$ cat config.mk
export PLATFORM = sky130hd
export DESIGN_NAME = mdr_mem_port
export DESIGN_NICKNAME = d
export VERILOG_FILES = /design/src/rtl/mdr_mem_port.sv
export SDC_FILE = /design/constraint.sdc
export NUM_CORES = 1
export LEC_CHECK = 0
export ABC_AREA = 1
export BUFFER_PORTS_ARGS = -buffer_cell sky130_fd_sc_hd__buf_2
export CELL_PAD_IN_SITES_DETAIL_PLACEMENT = 0
export CELL_PAD_IN_SITES_GLOBAL_PLACEMENT = 1
export CORE_ASPECT_RATIO = 1.25
export CORE_MARGIN = 4
export CORE_UTILIZATION = 37
export CTS_CLUSTER_SIZE = 20
export DETAILED_ROUTE_END_ITERATION = 10
export GPL_TIMING_DRIVEN = 0
export PLACE_DENSITY = 0.84
export SLEW_MARGIN = 20
export SYNTH_ARGS = -nofsm -noshare
export SYNTH_HDL_FRONTEND = slang
export SYNTH_SLANG_ARGS = --single-unit
export TNS_END_PERCENT = 50
$ cat constraint.sdc
create_clock -name clock -period 2.26 [get_ports clock]
set_input_delay 0.226 -clock clock [delete_from_list [all_inputs] [get_ports clock]]
set_output_delay 0.226 -clock clock [all_outputs]
set_load 0.05 [all_outputs]
$ cat src/rtl/mdr_mem_port.sv
// Memory data register with a legacy bus/memory load path and a sized, lane-aligned
// load/store port (req/ack handshake, sign/zero extension, byte enables, ack timeout).
module mdr_mem_port #(
  parameter  int DATA_W  = 32,
  parameter  int TIMEOUT = 15,
  localparam int NL      = DATA_W / 8,
  localparam int OFF_W   = $clog2(DATA_W / 8)
) (
  input  logic              clock,
  input  logic              clear,
  input  logic              MDRin,
  input  logic              read,
  input  logic              mem_rd_start,
  input  logic              mem_wr_start,
  input  logic [1:0]        size,
  input  logic              sign_ext,
  input  logic [OFF_W-1:0]  byte_off,
  input  logic [DATA_W-1:0] BusMuxOut,
  input  logic [DATA_W-1:0] Mdatain,
  input  logic              mem_ack,
  output logic              mem_req,
  output logic              mem_we,
  output logic [NL-1:0]     mem_be,
  output logic [DATA_W-1:0] mem_wdata,
  output logic [DATA_W-1:0] MDRout,
  output logic              busy,
  output logic              done,
  output logic              timeout_err,
  output logic              align_err
);

  localparam int CNT_W = $clog2(TIMEOUT + 1);

  typedef enum logic [1:0] {IDLE, RD_WAIT, WR_WAIT} state_e;

  state_e            state_q, state_d;
  logic [DATA_W-1:0] mdr_q, mdr_d, wdata_q, wdata_d;
  logic              req_q, req_d, we_q, we_d, done_q, done_d;
  logic              terr_q, terr_d, aerr_q, aerr_d;
  logic [NL-1:0]     be_q, be_d;
  logic [CNT_W-1:0]  cnt_q, cnt_d;
  logic [1:0]        size_q, size_d;
  logic              sext_q, sext_d;
  logic [OFF_W-1:0]  off_q, off_d;

  logic              start, aligned, fill;
  logic [NL-1:0]     be_byte, be_half;
  logic [DATA_W-1:0] rep_byte, rep_half, shifted, rd_val;

  // Lane helpers: write enables/data use the request being started, read extraction
  // uses the size/offset latched when the read began.
  always_comb begin
    start   = mem_rd_start | mem_wr_start;
    aligned = size[1] ? (byte_off == '0) : (size[0] ? ~byte_off[0] : 1'b1);

    be_byte    = '0;
    be_byte[0] = 1'b1;
    be_byte    = be_byte << byte_off;
    be_half      = '0;
    be_half[1:0] = 2'b11;
    be_half      = be_half << byte_off;

    for (int i = 0; i < NL; i++) begin
      rep_byte[8*i +: 8] = mdr_q[7:0];
      rep_half[8*i +: 8] = mdr_q[8*(i%2) +: 8];
    end

    shifted = Mdatain >> {off_q, 3'b000};
    rd_val  = shifted;
    fill    = 1'b0;
    if (size_q[1]) begin
      rd_val = Mdatain;
    end else if (size_q[0]) begin
      fill = sext_q & shifted[15];
      for (int i = 16; i < DATA_W; i++) rd_val[i] = fill;
    end else begin
      fill = sext_q & shifted[7];
      for (int i = 8; i < DATA_W; i++) rd_val[i] = fill;
    end
  end

  // NOTE: every variable gets a default before any branch, so no path can infer a latch.
  always_comb begin
    state_d = state_q;
    mdr_d   = mdr_q;
    wdata_d = wdata_q;
    req_d   = req_q;
    we_d    = we_q;
    be_d    = be_q;
    done_d  = 1'b0;
    terr_d  = terr_q;
    aerr_d  = aerr_q;
    cnt_d   = cnt_q;
    size_d  = size_q;
    sext_d  = sext_q;
    off_d   = off_q;

    unique case (state_q)
      IDLE: begin
        if (start) begin
          terr_d = 1'b0;
          aerr_d = 1'b0;
          size_d = size;
          sext_d = sign_ext;
          off_d  = byte_off;
          cnt_d  = '0;
          if (!aligned) begin
            aerr_d = 1'b1;
            done_d = 1'b1;
          end else if (mem_rd_start) begin
            req_d   = 1'b1;
            we_d    = 1'b0;
            be_d    = '0;
            state_d = RD_WAIT;
          end else begin
            req_d   = 1'b1;
            we_d    = 1'b1;
            be_d    = size[1] ? '1 : (size[0] ? be_half : be_byte);
            wdata_d = size[1] ? mdr_q : (size[0] ? rep_half : rep_byte);
            state_d = WR_WAIT;
          end
        end else if (MDRin) begin
          mdr_d = read ? Mdatain : BusMuxOut;
        end
      end
      RD_WAIT, WR_WAIT: begin
        // An ack on the last permitted cycle wins over the timeout.
        if (mem_ack || cnt_q == CNT_W'(TIMEOUT - 1)) begin
          req_d   = 1'b0;
          we_d    = 1'b0;
          be_d    = '0;
          done_d  = 1'b1;
          state_d = IDLE;
          if (!mem_ack)                 terr_d = 1'b1;
          else if (state_q == RD_WAIT)  mdr_d  = rd_val;
        end else begin
          cnt_d = cnt_q + CNT_W'(1);
        end
      end
      default: state_d = IDLE;
    endcase
  end

  // NOTE: sequential state uses non-blocking assignments so all registers update together.
  always_ff @(posedge clock or negedge clear) begin
    if (!clear) begin
      state_q <= IDLE;
      mdr_q   <= '0;
      wdata_q <= '0;
      req_q   <= 1'b0;
      we_q    <= 1'b0;
      be_q    <= '0;
      done_q  <= 1'b0;
      terr_q  <= 1'b0;
      aerr_q  <= 1'b0;
      cnt_q   <= '0;
      size_q  <= '0;
      sext_q  <= 1'b0;
      off_q   <= '0;
    end else begin
      state_q <= state_d;
      mdr_q   <= mdr_d;
      wdata_q <= wdata_d;
      req_q   <= req_d;
      we_q    <= we_d;
      be_q    <= be_d;
      done_q  <= done_d;
      terr_q  <= terr_d;
      aerr_q  <= aerr_d;
      cnt_q   <= cnt_d;
      size_q  <= size_d;
      sext_q  <= sext_d;
      off_q   <= off_d;
    end
  end

  assign mem_req     = req_q;
  assign mem_we      = we_q;
  assign mem_be      = be_q;
  assign mem_wdata   = wdata_q;
  assign MDRout      = mdr_q;
  assign busy        = (state_q != IDLE);
  assign done        = done_q;
  assign timeout_err = terr_q;
  assign align_err   = aerr_q;

endmodule

Word level (Yosys, flattened, before mapping)
Index checks and enable logic that the tools add are counted.
- memory bits (writable): 0
- output and inout bits: 74
- memories kept: 0
- register bits: 84
- word-level logic and storage cells: 93
- bits of input ports: 76
- ROM bits: 0
- latch bits: 0
- bitwise gates (word level): 5
- $mul: 0
- reduce and logical (&&, ||, !) cells: 13
- shift-type cells: 3
- add/sub/neg operators: 1
- divide/modulo/power cells: 0
- magnitude comparators: 0
- eq/ne operators: 12
- muxes and demuxes: 46
- operators with widths (operator ; number):
    two-way mux 32 bit ; 8
    case mux 32 bit (2 select lines) ; 1
    two-way mux 4 bit ; 8
    right shift 32 x 5 -> 16 bit ; 1
    two-way mux 24 bit ; 1
    inequality test 2 bit, second input constant ; 9
    two-way mux 16 bit ; 1
    two-way mux 8 bit ; 2
    case mux 4 bit (2 select lines) ; 2
    two-way mux 1 bit ; 14
    AND reduction 4 bit ; 3
    two-way mux 2 bit ; 4
    case mux 1 bit (2 select lines) ; 4
    AND reduction 3 bit ; 2
    AND reduction 6 bit ; 1
    adder 4 x 1 -> 4 bit, second input constant ; 1
    equality test 4 bit, second input constant ; 1
    logical NOT 2 bit ; 2
    case mux 2 bit (2 select lines) ; 1
    nonzero test 2 bit ; 2
    << shifter 1 x 2 -> 4 bit, first input constant ; 1
    << shifter 2 x 2 -> 4 bit, first input constant ; 1
    AND 1 bit ; 2
    equality test 2 x 1 -> 1 bit, second input constant ; 1
    6 further kinds ; 7

Logic depth before layout (Yosys ltp)
Gate-level depths: netlist of the first run.
- word-level depth: 8
- depth in mapped cells: 12
- depth with buffers taken out: 10

Worst setup path after synthesis of the first run
Ideal clock, no wire load.
- path kind: reg-to-reg
- from: reg state_q[1]
- to: reg mdr_q[7], in the netlist MDRout[7]
- data arrival time: 1581 ps
- cell stages (with the launch flop): 11
- setup slack: 560 ps
- cells stage by stage: dfrtp_1 inv_1 ha_1 buf_6 inv_2 nor2_1 nor3_2 nand2_4 clkinv_2 o21ai_0 o21a_1
- longest elaborated chain between the ends: 4
- RTL lines (what ; line ; text):
    from (decl) ; 36 ; state_e state_q, state_d;
    from (signal assigned) ; 161 ; state_q <= state_d;
    equality test 2 x 1 -> 1 bit or equality test 2 bit (tied branches) ; 98, 135 ;
    OR reduction 2 bit ; 98 ; unique case (state_q)
    inequality test 2 bit (no source line) or nonzero test 2 bit (tied branches) ; n/a ;
    AND reduction 6 bit (no source line) ; n/a ;
    to (signal assigned) ; 162 ; mdr_q <= mdr_d;
    to (decl) ; 37 ; logic [DATA_W-1:0] mdr_q, mdr_d, wdata_q, wdata_d;
Several ways; a longest one is shown, not always the timed one.
A chain may end at the register's enable or synchronous reset.

Final worst setup path of the first run
- from: reg state_q[0]
- to: reg mdr_q[0], in the netlist MDRout[0]
The elaborated chain is that of the path after synthesis.

==> flow_summary.toml, run 1 <==
[worst_setup_path]
cpMostUsedCell = "a21oi_1"
cp_cell_sequence = "inv_1, ha_1, buf_6, inv_2, buf_2, clkbuf_1, a21oi_1, a21oi_1"
slowest_stage = "clkbuf_1"
reg2reg_to = "MDRout[0]"
endpoint_kind = "flip-flop"
cp_num_cells = 8
cpLargestDelayFamily = "buffers and inverters"
arrival_ns = 2.38
r2r-start = "state_q[0]"
rrSetupSlack_ns = 0.15
crit_fanout = 10
cp_num_buf_inv = 5
critPathMaxStageDelay_ns = 0.48
worstSetupEndpoint = "MDRout[0]"
crit_start = "state_q[0]"
path_class = "flip-flop to flip-flop"
required_ns = 2.52
worst_r2r_path_depth = 8
critPathLaunchType = "flip-flop"

[drt]
firstDrtPassIters = 5
ant_nets = 0
avgRoutedWirePerCell_um = 17.3
drc_errors = 0
num_vias = 5425
avgViaCountPerCell = 5.15
routed_wl_um = 18200
drtIter0Drc = 452

[sta]
period_needed_ns = 2.11
tns_ns = 0
slew_headroom = 0.544
finalSetupViolCount = 0
post-route-period-util = 0.935
final.setup.worst_slack_ns = 0.146
slew_violations = 0
rsz0062_at_grt = "false"
finalHoldViolations = 0
worst_pin_slew_ns = 0.684
skew_ns = 0.00885
fmax_mhz = 473

[placed_design]
gp_congestion = 0.950
pre_cts_slack_ns = 0.191
port_buffers = 147
placed_area_um2 = 6040
hpwl_um = 14400

[cts]
cts_setup_buffers = 0
cts_sinks = 84
cts-htree-levels = 3
ctsHoldBuffers = 1
cts_made_buffers = 9
cts_resized = 0
cts_root_buf = "clkbuf_16"
clk_pin_slew_ns = 0.07
clk_latency_ns = 0.34
cts_tree = "done"
clock_path_buffers = 2

[layout]
seq_area_um2 = 2100
post-route-util = 0.474
fin_area_um2 = 6320
diodes = 0
fillers = 1388
final_layout_size_suffix_gt1_frac = 0.224
area_delta_synth_final_pct = 24.9
nNetsFinal = 959
multi_input_area_um2 = 2470

[yosys]
yosysSeqAreaShare = 0.415
ys_ff_latch = 84
synthCells = 718
syn_avg_cell_area_um2 = 7.05
yosys.cell_types.count = 32
yosys_warnings = 0
syn-cell-area_um2 = 5060
syn_nets = 799

[floorplan]
row_count = 47
io_pins = 150
die_h_um = 139
die_width_um = 113
initial_utilization = 0.379
core_area_um2 = 13300
die_area_um2 = 15600

[outcome]
status = "complete, no violations"

[power_and_ir_drop]
p_leak_nw = 3.30
powerDensity_nw_per_um2 = 1830
ir_drop_uv = 876
fin_total_pwr_mw = 11.6

[job]
cap_violations = 0

[worst_hold_path]
hold_class = "input port to flip-flop"

[grt]
antenna_found_initial = 0
grt_pass1_wl_um = 28000
grt_max_degree = 59
grt_overflow = 0
track_usage = 0.228
grt_pass1_vias = 5083
flip-flops by register name, summed over array words and instances (netlist names):
| register | count |
|---|---|
| sext_q | 1 |
| size_q | 2 |
| mem_we | 1 |
| mem_req | 1 |
| timeout_err | 1 |
| mem_wdata | 32 |
| off_q | 2 |
| MDRout | 32 |
| align_err | 1 |
| done | 1 |
| state_q | 2 |
| mem_be | 4 |
| cnt_q | 4 |
power breakdown:
group	switching, mW	internal [mW]	total, mW
Sequential	0.487	2.25	2.73
Clock	0.596	0.774	1.37
Combinational	5.53	1.97	7.50
worst min path at each step:
stage | startpoint | to | slack, ns | cells after the start
2_1_floorplan | clear | MDRout[0] | -0.07 | 0
3_3_place_gp | sign_ext | sext_q | 0.44 | 3
3_5_place_dp | clear | cnt_q[0] | 0.18 | 1
4_1_cts | sign_ext | sext_q | 0.1 | 3
5_1_grt | sign_ext | sext_q | 0.10 | 3
6_report | sign_ext | sext_q | 0.09 | 3
routing by layer:
layer | global-route usage | vias up | wire length (um) | share of wire
li1 | - | 2681 | - | -
met1 | 0.318 | 2477 | 8160 | 0.45
met2 | 0.365 | 240 | 8360 | 0.46
met3 | 0.0332 | 27 | 1270 | 0.069
met4 | 0.0703 | 0 | 420 | 0.023
met5 | 0 | - | 0 | 0
final cells by class:
cell class	count	area share
multi-input combinational	526	0.390
sequential	84	0.332
timing repair buffer	149	0.123
buffer	46	0.0406
clock buffer	12	0.0390
inverter	62	0.0374
tap	171	0.0338
clock inverter	4	0.00376
through the flow:
stage	instances	hold slack, ns
floorplan	718	-0.0696
global placement	1036	0.441
detailed placement	1037	0.181
CTS	1054	0.0972
global route	1054	0.105
finish	1054	0.0945
cells in the final DEF, fill, tap and decap left out, types with 3 or more instances in the layout:
cell and instances:
nand2_1 210, buf_2 156, a21oi_1 114, dfrtp_1 84, o21ai_0 68, inv_1 53
nor2_1 41, nand3_1 29, clkbuf_1 26, o21ai_1 22, o21a_1 10, clkbuf_16 9
buf_6 7, a211oi_1 7, inv_2 6, buf_4 6, a22oi_1 6, ha_1 5
clkinv_2 4, o31ai_1 3
synth_stat cells:
master    count  area (um2)
buf_4         5        37.5
dfrtp_1      84        2100
a21oi_1     114         571
nor2_1       41         154
o21a_1       10        75.1
o21ai_0      68         340
nor2_4        1        11.3
inv_2         6        22.5
nand3_1      29         145
buf_2        10        50.1
xor2_1        1        8.76
clkinv_2      1        5.00
nand2_1     210         788
nand2_4       1        11.3
clkinv_1      1        3.75
inv_4         1        6.26
a22oi_1       6        45.0
nor2_8        1        20.0
a211oi_1      7        52.6
nor2_2        1        6.26
ha_1          5        62.6
nand2_2       1        6.26
inv_1        53         199
buf_6         7        78.8
a31oi_1       1        6.26
nor3_2        1        10.0
o31ai_1       3        22.5
o22ai_1       1        6.26
clkbuf_1     24        90.1
o21ai_1      22         110
xnor2_1       1        8.76
nand3b_1      1        7.51
logic make-up (layout without fill, tap and decap cells):
family / after synthesis / count (layout) / synth area share
simple gates: 287 / 287 / 0.229
compound gates: 232 / 232 / 0.243
buf+inv: 108 / 273 / 0.0974
flops: 84 / 84 / 0.415
fa+ha+maj: 5 / 5 / 0.0124
xor+xnor: 2 / 2 / 0.00346
worst min-delay path, delay by kind of cell:
| kind | cells | cell delay (ns) |
|---|---|---|
| buf+inv | 1 | 0.08 |
| simple gates | 2 | 0.09 |
Power figures use the tool's default switching activity.
==> inputs of run 2 (changes only) <==
--- a/config.mk
+++ b/config.mk
@@ -11,11 +11,11 @@
 export CELL_PAD_IN_SITES_GLOBAL_PLACEMENT = 1
 export CORE_ASPECT_RATIO = 1.25
 export CORE_MARGIN = 4
-export CORE_UTILIZATION = 37
+export CORE_UTILIZATION = 33
 export CTS_CLUSTER_SIZE = 20
 export DETAILED_ROUTE_END_ITERATION = 10
 export GPL_TIMING_DRIVEN = 0
-export PLACE_DENSITY = 0.84
+export PLACE_DENSITY = 0.8
 export SLEW_MARGIN = 20
 export SYNTH_ARGS = -nofsm -noshare
 export SYNTH_HDL_FRONTEND = slang
==> constraint.sdc (replaced) <==
create_clock -name clock -period 1.91 [get_ports clock]
set_input_delay 0.191 -clock clock [delete_from_list [all_inputs] [get_ports clock]]
set_output_delay 0.191 -clock clock [all_outputs]
set_load 0.05 [all_outputs]
==> run 2 against run 1 <==
  * Sequential share of layout area decreased by 0.78 points
  * Wire length is 6.3% higher
  * Highest routed layer unchanged
  * Worst hold slack lost 0.036 ns
  * Global-route usage fell by 0.86 points
  * Cell count grew 1.6%
  * First-iteration DRC count is 7.3% lower
  * Largest cell class unchanged
  * Largest power group unchanged
  * Critical path type unchanged
  * Setup slack lost 0.038 ns
  * Non-clock buffer count increased by 5
  * Clock-buffer cell count is 1 lower
==> flow_summary.toml, run 2 (synthesis results as in run 1) <==
[floorplan]
die_h_um = 146
row_count = 50
initial_utilization = 0.337
die_width_um = 119
core_area_um2 = 15000
io_pins = 150
die_area_um2 = 17400

[grt]
grt_overflow = 0
grt_max_degree = 47
grt_pass1_wl_um = 29700
track_usage = 0.219
antenna_found_initial = 0
grt_pass1_vias = 5204

[layout]
final_common_cell = "nand2_1"
final_layout_size_suffix_gt1_frac = 0.246
diodes = 0
nNetsFinal = 965
final_cell_mix = "nand2_1 (210), buf_2 (156), a21oi_1 (110), dfrtp_1 (84), o21ai_0 (68)"
fin_area_um2 = 6470
area_delta_synth_final_pct = 27.9

[placed_design]
pre_cts_slack_ns = -0.201
port_buffers = 147
placed_area_um2 = 6050
gp_congestion = 0.954
hpwl_um = 15100

[worst_hold_path]
hold_class = "input port to flip-flop"
worstHoldPathCells = 3
hold-path-endpoint = "sext_q"
min_from = "sign_ext"

[drt]
drtIter0Drc = 419
firstDrtPassIters = 6
ant_nets = 0
routed_wl_um = 19300
avgViaCountPerCell = 5.08
num_vias = 5439
avgRoutedWirePerCell_um = 18.1
drc_errors = 0

[cts]
clock_path_buffers = 2
cts_tree = "done"
cts-htree-levels = 3
cts_made_buffers = 9
clk_pin_slew_ns = 0.06
cts_sinks = 84
cts_root_buf = "clkbuf_16"
clk_latency_ns = 0.34

[power_and_ir_drop]
ir_drop_uv = 618
p_leak_nw = 3.35
powerDensity_nw_per_um2 = 2200
fin_total_pwr_mw = 14.3

[sta]
slew_violations = 0
post-route-period-util = 0.944
period_needed_ns = 1.80
rsz0062_at_grt = "false"
skew_ns = 0.00982
slew_headroom = 0.585
finalSetupViolCount = 0
final.setup.worst_slack_ns = 0.107
worst_pin_slew_ns = 0.622
finalHoldViolations = 0
fmax_mhz = 555

[worst_setup_path]
endpoint_kind = "flip-flop"
slowest_stage = "dfrtp_1"
critPathMaxStageDelay_ns = 0.40
required_ns = 2.19
rrSetupSlack_ns = 0.11
arrival_ns = 2.08
critPathLaunchType = "flip-flop"
cp_cell_sequence = "inv_2, ha_4, inv_4, nor2_2, nor3_4, buf_6, nand2_4, buf_6, a21oi_1, nand2_1, nand2_1"
crit_fanout = 9
cp_num_buf_inv = 4
cpLargestDelayFamily = "simple AND/OR/NAND/NOR gates"
worst_r2r_path_depth = 11
r2r-start = "state_q[0]"
path_class = "flip-flop to flip-flop"
reg2reg_to = "MDRout[24]"

[job]
cap_violations = 0

[outcome]
status = "complete, no violations"
run 2: cell types whose count changed in the layout (fill, tap and decap cells not counted), moves of 2 or more:
cell	previous run	this run
a21oi_2	0	4
clkinv_2	4	1
clkinvlp_4	0	2
clkbuf_1	26	21
clkbuf_2	0	3
ha_1	5	3
a21oi_1	114	110
buf_4	6	11
run 2: layer usage:
| layer | GRT usage | part of all wire | up-vias |
|---|---|---|---|
| met2 | 0.360 | 0.48 | 223 |
| li1 | - | - | 2698 |
| met4 | 0.0667 | 0.024 | 0 |
| met1 | 0.295 | 0.44 | 2494 |
| met5 | 0 | 0 | - |
| met3 | 0.0376 | 0.062 | 24 |
run 2: what timing repair did:
item,in CTS,in global routing
gates resized for setup,10,15
setup endpoints to repair,22,38
buffers inserted,5,0
hold buffers,1,0
gates cloned,2,0
pin swaps,4,4
hold endpoints to repair,45,0
run 2: worst max-delay path by stage:
stage | to | depth (start not counted) | from | slack [ns]
after floorplan | MDRout[7] | 10 | state_q[1] | 0.21
after global placement | MDRout[23] | 9 | state_q[1] | -0.18
after detailed placement | MDRout[23] | 9 | state_q[1] | -0.20
after CTS | MDRout[7] | 11 | state_q[0] | 0.002
after global routing | MDRout[26] | 9 | state_q[1] | 0.01
final | MDRout[24] | 11 | state_q[0] | 0.11
run 2: where the power goes:
group	internal [mW]	switching, mW	total [mW]
Clock	1.05	0.727	1.78
Sequential	2.66	0.589	3.24
Combinational	2.54	6.71	9.25
run 2: tightest hold or removal path, delay by kind of cell:
kind                   cells  cell delay, ns
AND/OR/NAND/NOR            2            0.09
buffers and inverters      1            0.08
run 2: per-stage QoR:
step	setup TNS (ns)	util	cells	hold slack (ns)
floorplan	0	-	718	-0.105
global placement	-8.26	0.401	1047	0.409
detailed placement	-1.29	0.403	1048	0.246
CTS	0	0.429	1072	0.0568
global route	0	0.431	1071	0.0832
finish	0	0.431	1071	0.0585
run 2: final cells by class:
| class | count | area, um2 |
|---|---|---|
| Buffer | 45 | 256 |
| Clock buffer | 11 | 243 |
| Timing Repair Buffer | 155 | 817 |
| Sequential cell | 84 | 2100 |
| Inverter | 62 | 243 |
| Clock inverter | 5 | 58.8 |
| Tap cell | 182 | 228 |
| Multi-Input combinational cell | 527 | 2530 |
| Fill cell | 1648 | 8540 |
==> inputs of run 3 (changes only) <==
--- a/config.mk
+++ b/config.mk
@@ -16,6 +16,7 @@
 export DETAILED_ROUTE_END_ITERATION = 10
 export GPL_TIMING_DRIVEN = 0
 export PLACE_DENSITY = 0.8
+export SETUP_SLACK_MARGIN = 0.2
 export SLEW_MARGIN = 20
 export SYNTH_ARGS = -nofsm -noshare
 export SYNTH_HDL_FRONTEND = slang
==> run 3 against run 2 <==
  * First-iteration DRC count shrank 19%
  * Critical path depth grew 1
  * Clock-buffer cell count stayed put
  * Clock power about the same
  * Global-route usage increased by 0.081 points
  * Register-to-register slack barely moved
  * Non-clock buffer count increased by 7
  * Core utilization up 1.5 points
  * Sequential share of layout area is 1.1 points lower
  * Maximum frequency fell by 0.73%
  * Design area grew 3.5%
  * Clock skew is 0.0011 ns lower
  * Highest routed layer unchanged
==> flow_summary.toml, run 3 (synthesis results as in run 1) <==
[floorplan]
core_area_um2 = 15000
die_h_um = 146
die_area_um2 = 17400
die_width_um = 119
row_count = 50
initial_utilization = 0.337
io_pins = 150

[worst_hold_path]
min_from = "sign_ext"
worstHoldPathCells = 3
hold-path-endpoint = "sext_q"
hold_class = "input port to flip-flop"

[drt]
firstDrtPassIters = 5
drtIter0Drc = 338
num_vias = 5451
ant_nets = 0
avgViaCountPerCell = 5.06
routed_wl_um = 19500
avgRoutedWirePerCell_um = 18.0
drc_errors = 0

[worst_setup_path]
arrival_ns = 2.09
critPathLaunchType = "flip-flop"
required_ns = 2.19
r2r-start = "state_q[0]"
worst_r2r_path_depth = 12
crit_fanout = 5
rrSetupSlack_ns = 0.09
path_class = "flip-flop to flip-flop"
reg2reg_to = "MDRout[24]"
endpoint_kind = "flip-flop"

[outcome]
status = "complete, no violations"

[sta]
slew_headroom = 0.584
finalSetupViolCount = 0
worst_pin_slew_ns = 0.624
tns_ns = 0
slew_violations = 0
period_needed_ns = 1.82
rsz0062_at_grt = "true"
skew_ns = 0.00868
finalHoldViolations = 0
post-route-period-util = 0.951
fmax_mhz = 551

[grt]
grt_pass1_wl_um = 29800
grt_overflow = 0
track_usage = 0.220
antenna_found_initial = 0
grt_pass1_vias = 5216
grt_max_degree = 47

[job]
cap_violations = 0

[layout]
final_cell_mix = "nand2_1 (203), buf_2 (156), a21oi_1 (99), dfrtp_1 (84), o21ai_0 (68)"
diodes = 0
final_layout_size_suffix_gt1_frac = 0.286
final_common_cell = "nand2_1"
final_cells = 1078
area_delta_synth_final_pct = 32.4
fin_area_um2 = 6700
nNetsFinal = 972

[power_and_ir_drop]
pwr-share-seq = 0.218
ir_drop_uv = 663
power_frac_comb = 0.662
pwr-share-clk = 0.119
powerDensity_nw_per_um2 = 2220
p_sw_frac = 0.557
p_sw_mw = 8.29
p_leak_nw = 3.41
p_int_mw = 6.60

[placed_design]
hpwl_um = 15100
placed_area_um2 = 6050
port_buffers = 147
dpl.cell_count = 1048
gp_congestion = 0.954

[cts]
clk_latency_ns = 0.34
cts_tree = "done"
cts-htree-levels = 3
cts_root_buf = "clkbuf_16"
clock_path_buffers = 2
clk_pin_slew_ns = 0.07
cts_made_buffers = 9
cts_sinks = 84
==> run 3: cell count changes in the layout (fill, tap and decap cells not counted), sizes merged <==
cell / before / now
buf: 176 / 184
clkbuf: 34 / 33
==> run 3: cell type report <==
cell class / count / area, um2
multi-input combinational: 527 / 2650
clock buffer: 11 / 243
sequential: 84 / 2100
buffer: 45 / 283
inverter: 62 / 245
clock inverter: 5 / 58.8
tap: 182 / 228
timing repair buffer: 162 / 897
fill: 1638 / 8310
==> run 3: per-stage QoR <==
stage / hold slack [ns] / power, mW / setup WS, ns / utilization
floorplan: -0.105 / 9.69 / 0.210 / -
global placement: 0.409 / 12.0 / -0.181 / 0.401
CTS: 0.0568 / 14.6 / 0.0600 / 0.440
global route: 0.0832 / 15.9 / 0.0311 / 0.447
detailed placement: 0.246 / 12.1 / -0.201 / 0.403
finish: 0.0575 / 14.9 / 0.0942 / 0.447
==> run 3: worst max-delay path, cell delays in order (launching register included) <==
cell and delay [ns]:
dfrtp_1 0.40, inv_2 0.08, ha_4 0.19, buf_6 0.13, inv_6 0.06, nor2_4 0.04, nor3_4 0.20, buf_6 0.15
nand2_8 0.08, buf_6 0.16, a21oi_2 0.11, nand2_2 0.09, nand2_1 0.06
==> run 3: worst max-delay path by stage <==
stage,from,endpoint,cells after the start
floorplan,state_q[1],MDRout[7],10
global placement,state_q[1],MDRout[23],9
detailed placement,state_q[1],MDRout[23],9
CTS,state_q[1],MDRout[24],12
global route,state_q[1],MDRout[26],12
finish,state_q[0],MDRout[24],12
==> run 3: repair_timing <==
action / CTS / global route
buffers inserted: 11 / 1
setup endpoints to repair: 55 / 66
gates cloned: 2 / 0
endpoints found under the hold margin: 45 / 0
gates resized for setup: 42 / 26
pin swaps: 15 / 13
hold buffers: 1 / 0
==> run 3: power groups by stage <==
stage	clock [mW]	combinational (mW)	sequential, mW
6_report	1.78	9.86	3.25
5_1_grt	1.90	10.6	3.36
4_1_cts	1.81	9.58	3.25
3_5_place_dp	0	8.81	3.28
3_3_place_gp	0	8.77	3.28
2_1_floorplan	0	3.92	5.77
==> run 3: routing by layer <==
metal,part of all wire,vias to the layer above,global-route usage
li1,-,2716,-
met1,0.44,2506,0.297
met2,0.48,205,0.364
met3,0.057,24,0.0345
met4,0.023,0,0.0643
met5,0,-,0
